--- src/rtl/countdown_pkg.sv ---
// ---------------------------------------------------------------------------
// countdown_pkg
//   Shared types and constants for the countdown/underflow timer.
//
//   countdown_state_t        : FSM encoding (IDLE, RUN, EXPIRED)
//   COUNTDOWN_DEFAULT_WIDTH  : default counter width in bits
// ---------------------------------------------------------------------------
package countdown_pkg;

    typedef enum logic [1:0] {
        IDLE    = 2'b00,
        RUN     = 2'b01,
        EXPIRED = 2'b10
    } countdown_state_t;

    localparam int COUNTDOWN_DEFAULT_WIDTH = 4;

endpackage : countdown_pkg

--- src/rtl/countdown_underflow_timer.sv ---
// ---------------------------------------------------------------------------
// countdown_underflow_timer
//   Loadable down-counter with a sticky underflow flag and a single-cycle
//   terminal-count strobe. A load starts a countdown. Each enabled cycle in
//   RUN decrements the count. An enabled cycle at a count of zero is an
//   underflow event.
//
//   Build option: define COUNTDOWN_AUTO_RELOAD_EN to make an underflow
//   reload the counter from the last loaded value and keep running. This
//   gives a periodic timer. Without it, an underflow parks the counter at 0
//   in EXPIRED.
//
// Ports
//   clk            in   clock, rising edge
//   reset          in   synchronous, active-high reset
//   load           in   load load_value and enter RUN (any state)
//   load_value     in   start / reload value          [WIDTH-1:0]
//   enable         in   decrement qualifier (RUN only)
//   clear_uf       in   clear sticky underflow_out (an underflow event wins)
//   counter_out    out  current count                 [WIDTH-1:0]
//   underflow_out  out  sticky underflow flag
//   tc_pulse       out  one-cycle terminal-count strobe
//   busy           out  high while in RUN
// ---------------------------------------------------------------------------
module countdown_underflow_timer
    import countdown_pkg::*;
#(
    parameter int WIDTH = COUNTDOWN_DEFAULT_WIDTH
) (
    input  logic             clk,
    input  logic             reset,
    input  logic             load,
    input  logic [WIDTH-1:0] load_value,
    input  logic             enable,
    input  logic             clear_uf,
    output logic [WIDTH-1:0] counter_out,
    output logic             underflow_out,
    output logic             tc_pulse,
    output logic             busy
);

    localparam logic [WIDTH-1:0] ONE = WIDTH'(1);

    countdown_state_t state_q, state_d;
    logic [WIDTH-1:0] count_q, count_d;
    logic [WIDTH-1:0] reload_q, reload_d;
    logic             uf_q, uf_d;
    logic             tc_q, tc_d;
    logic             busy_q, busy_d;
    logic             uf_event;

    // -----------------------------------------------------------------------
    // Next-state logic. Priority: load, then enable. Reset is applied in the
    // register process.
    // -----------------------------------------------------------------------
    always_comb begin
        // NOTE: every variable gets a default first so no path leaves one
        // unassigned; otherwise a latch would be inferred.
        state_d  = state_q;
        count_d  = count_q;
        reload_d = reload_q;
        uf_event = 1'b0;

        if (load) begin
            count_d  = load_value;
            reload_d = load_value;
            state_d  = RUN;
        end else if (state_q == RUN && enable) begin
            if (count_q != '0) begin
                count_d = count_q - ONE;
            end else begin
                uf_event = 1'b1;
`ifdef COUNTDOWN_AUTO_RELOAD_EN
                count_d  = reload_q;
`else
                state_d  = EXPIRED;
`endif
            end
        end

        // Set has priority over clear when both happen in the same cycle.
        uf_d   = uf_event | (uf_q & ~clear_uf);
        tc_d   = uf_event;
        busy_d = (state_d == RUN);
    end

`ifndef COUNTDOWN_AUTO_RELOAD_EN
    // Without auto-reload the reload value is recorded on load but never
    // read back. It is folded in here so the register is visibly consumed.
    logic unused_reload;
    assign unused_reload = ^reload_q;
`endif

    // -----------------------------------------------------------------------
    // State register. The reset is synchronous, as in the rest of the
    // timer/counter group.
    // -----------------------------------------------------------------------
    always_ff @(posedge clk) begin
        // NOTE: non-blocking assignments make every flop sample the
        // pre-edge values, regardless of statement order.
        if (reset) begin
            state_q  <= IDLE;
            count_q  <= '0;
            reload_q <= '0;
            uf_q     <= 1'b0;
            tc_q     <= 1'b0;
            busy_q   <= 1'b0;
        end else begin
            state_q  <= state_d;
            count_q  <= count_d;
            reload_q <= reload_d;
            uf_q     <= uf_d;
            tc_q     <= tc_d;
            busy_q   <= busy_d;
        end
    end

    assign counter_out   = count_q;
    assign underflow_out = uf_q;
    assign tc_pulse      = tc_q;
    assign busy          = busy_q;

endmodule : countdown_underflow_timer

--- config.mk ---
export PLATFORM = sky130hd
export DESIGN_NAME = countdown_underflow_timer
export DESIGN_NICKNAME = d
export VERILOG_FILES = /design/src/rtl/countdown_pkg.sv /design/src/rtl/countdown_underflow_timer.sv
export SDC_FILE = /design/constraint.sdc
export NUM_CORES = 1
export LEC_CHECK = 0
export ABC_AREA = 1
export BUFFER_PORTS_ARGS = -buffer_cell sky130_fd_sc_hd__buf_2
export CORE_MARGIN = 4
export CORE_UTILIZATION = 29
export DETAILED_ROUTE_END_ITERATION = 12
export SYNTH_ARGS = -nofsm -noshare
export SYNTH_HDL_FRONTEND = slang
export SYNTH_SLANG_ARGS = --single-unit
--- constraint.sdc ---
create_clock -name clk -period 1.2 [get_ports clk]
set_input_delay 0.06 -clock clk [delete_from_list [all_inputs] [get_ports clk]]
set_output_delay 0.06 -clock clk [all_outputs]
set_load 0.02 [all_outputs]
==> qor.yml <==
placement:
  dp_hpwl_um: 717.9
  place.port_buffers: 15
  routabilityCongestion: 0.6950
  place_area_um2: 531.8
critical_path:
  setup.reg_to_reg.worst_slack_ns: 0.08
  timing_worst_setup_path_type: "register to register"
  regToRegEndpoint: "state_q[1]"
  rr_worst_depth: 6
  worst_ep_required_time_ns: 1.41
  crit_arrival_ns: 1.34
  reg2reg_from: "counter_out[0]"
  startpoint: "counter_out[0]"
  worstSetupEndpointType: "register"
  start_kind: "register"
  cp_slowest_cell: "dfxtp_2"
  maximum_fanout_count_along_the_critical_path: 3
  timing.critical_path.slowest_cell_delay_ns: 0.33
  critical_path.endpoint: "state_q[1]"
  cp_cell_sequence: "inv_2 -> ha_4 -> nand3_4 -> or2_4 -> o21ai_2 -> and2_1"
final_layout:
  finalNetCount: 92
  final_cell_area_um2: 595.6
  area_delta_synth_final_pct: 42.51
  fillerInstances: 148
  share_of_post_route_cells_with_drive_strength_above_1_pct: 39.51
  insertedDiodeCount: 0
  multi_input_area_um2: 236.5
  sequential_cell_area_um2: 182.7
route:
  detailedRoute.firstIterationViolations: 12
  drcViolationCount: 0
  wl_per_cell_um: 9.594
  drt_pass1_iterations: 4
  vias: 424
  antenna_violating_nets_post_route: 0
  routed_via_density: 4.417
  wl_um: 921
logic_synthesis:
  largest_family_of_logic_cells_by_synthesized_area: "simple AND/OR/NAND/NOR gates"
  basic_gate_share_of_the_synthesized_area_counting_and_or_nand_and_nor_cells_pct: 35.03
  syn_nets: 69
  syn-mean-instance-area_um2: 7.083
  yosysUniqueCellTypes: 17
  netlist_instances: 59
  syn-cell-area_um2: 417.9
  synth_seq_area_share_pct: 43.11
  synth-xor-area-share_pct: 2.096
  synth-compound-area-share_pct: 9.581
  yosysWarningCount: 0
  muxShareOfSynthArea_pct: 0
  yosys.area_share.adder_pct: 2.994
  synth-seq-cells: 9
cts:
  cts_inserted_buffers: 3
  cts_tree: "yes"
  clock_sink_total: 9
  clock_insertion_delay_worst_skew_ns: 0.26
  cts_htree_levels: 1
  clk_pin_slew_ns: 0.07
  clock_tree.buffer_depth: 2
  root_cell_of_the_clock_tree: "clkbuf_4"
timing:
  max_slew_margin_vs_limit_pct: 87.75
  layout_min_cycle_time_ns: 1.125
  clock.fmax_mhz: 889.2
  timing.final.hold_violations: 0
  totalNegativeSetupSlack_ns: 0
  timing.clock.skew_ns: 0.006146
  tightestPinTransition_ns: 0.1835
  finalSetupViolations: 0
  fin_crit_sh_pct: 93.72
  rsz0062_at_grt: "yes"
  count_of_pins_over_their_slew_limit: 0
grt:
  first_global_vias: 380
  grt_usage_pct: 10.28
  maximum_number_of_pins_on_one_net_before_global_route_repair: 8
  number_of_antenna_violations_at_the_first_check_in_global_routing: 0
  grt_first_pass_wirelength_um: 1524
  grt.overflow.total: 0
power:
  vdd_ir_drop_max_v: 0.0007282
  power_leakage_nw: 0.3097
  cellPowerDensity_nw_per_um2: 1440
floorplanning:
  initial_core_util_pct: 31.33
  floorplan.die.width_um: 45.96
  core_area_um2: 1334
  die-area_um2: 2112
  floorplan.rows: 13
  floorplan.io_pins: 16
  vertical_die_dimension_um: 45.96
job:
  max_cap_viol_count: 0
run_status:
  status: "complete, no violations"
min_path:
  hold_class: "primary input to register"
-- sequential cells by signal (all words and copies together), names as in the netlist --
signal / flops
underflow_out: 1
busy: 1
counter_out: 4
tc_pulse: 1
state_q: 2
-- cells by family (layout without fill, tap and decap cells) --
logic type	after synthesis	in the layout
simple gates	32	32
flops	9	9
compound gates	8	8
buf+inv	8	30
fa+ha+maj	1	1
xor+xnor	1	1
-- metrics by stage --
step                hold WS, ns  worst slack [ns]  util [%]  instances  total power, W
global route            0.06039        -0.0003104     44.65         96       0.0009273
detailed placement       0.2684          0.009519     39.87         91       0.0006007
floorplan                0.1291           0.01294         -         59       0.0005202
global placement         0.2678           0.03510     39.87         91       0.0005988
finish                  0.03734           0.07541     44.65         96       0.0008576
CTS                     0.02716           0.03852     42.96         96       0.0008492
-- final cells by class --
cell class,count,share of cell area [%]
timing repair buffer,18,16.81
clock buffer,3,3.782
clock inverter,1,0.8403
multi-input combinational,42,39.71
tap,15,3.151
inverter,8,5.042
sequential,9,30.67
-- what timing repair did --
action                                  CTS  global route
gates resized for setup                   1             4
hold buffers                              1             0
pin swaps                                 0             1
endpoints found under the hold margin     3             0
buffers inserted                          0             0
endpoints found under the setup margin    1             5
-- worst min-delay path by stage --
stage / from / to / slack (ns) / cells after the start
detailed placement: reset / counter_out[3] / 0.27 / 2
global route: clear_uf / underflow_out / 0.06 / 4
global placement: reset / counter_out[3] / 0.27 / 2
finish: clear_uf / underflow_out / 0.04 / 4
floorplan: reset / counter_out[3] / 0.13 / 1
CTS: clear_uf / underflow_out / 0.03 / 4
-- cell usage after synthesis --
library cell / n / area (um^2)
nor2_2: 1 / 6.260
nand3_2: 1 / 10.01
inv_1: 7 / 26.28
and2_1: 1 / 6.260
nand2_1: 15 / 56.30
ha_1: 1 / 12.51
o21ai_0: 2 / 10.01
or2_4: 1 / 8.760
nand2_2: 1 / 6.260
a21oi_1: 5 / 25.02
xor2_1: 1 / 8.760
dfxtp_1: 9 / 180.2
o21ai_1: 1 / 5.000
inv_2: 1 / 3.750
nand3b_1: 1 / 7.510
nor2_1: 8 / 30.03
nand3_1: 3 / 15.01
-- layout by cell type (no fill, tap or decap), drive strengths merged --
| cell | count |
|---|---|
| and2 | 1 |
| clkinv | 1 |
| nand2 | 16 |
| nor2 | 9 |
| o21ai | 3 |
| a21oi | 5 |
| nand3b | 1 |
| or2 | 1 |
| xor2 | 1 |
| clkbuf | 3 |
| dlygate4sd3 | 1 |
| ha | 1 |
| buf | 17 |
| inv | 8 |
| dfxtp | 9 |
| nand3 | 4 |
-- routing by layer --
metal	vias to the layer above	wire (um)	track usage [%]
met5	-	0	0
met4	0	17	5.114
met3	2	71	4.743
met2	13	407	15.38
met1	177	425	12.18
li1	232	-	-
-- worst max-delay path, delay by kind of cell, from the launching register on --
family                     cells  cell delay, ns
adders and majority gates      1            0.15
buffers and inverters          1            0.07
and+or+nand+nor                3            0.46
DFF                            1            0.33
AOI/OAI and AO/OA              1            0.07
-- power by group --
part           internal, W  switching (W)
clock             0.000123       0.000111
sequential        0.000332      0.0000214
combinational     0.000114       0.000155
total             0.000570       0.000288
(Power assumes the default switching activity.)
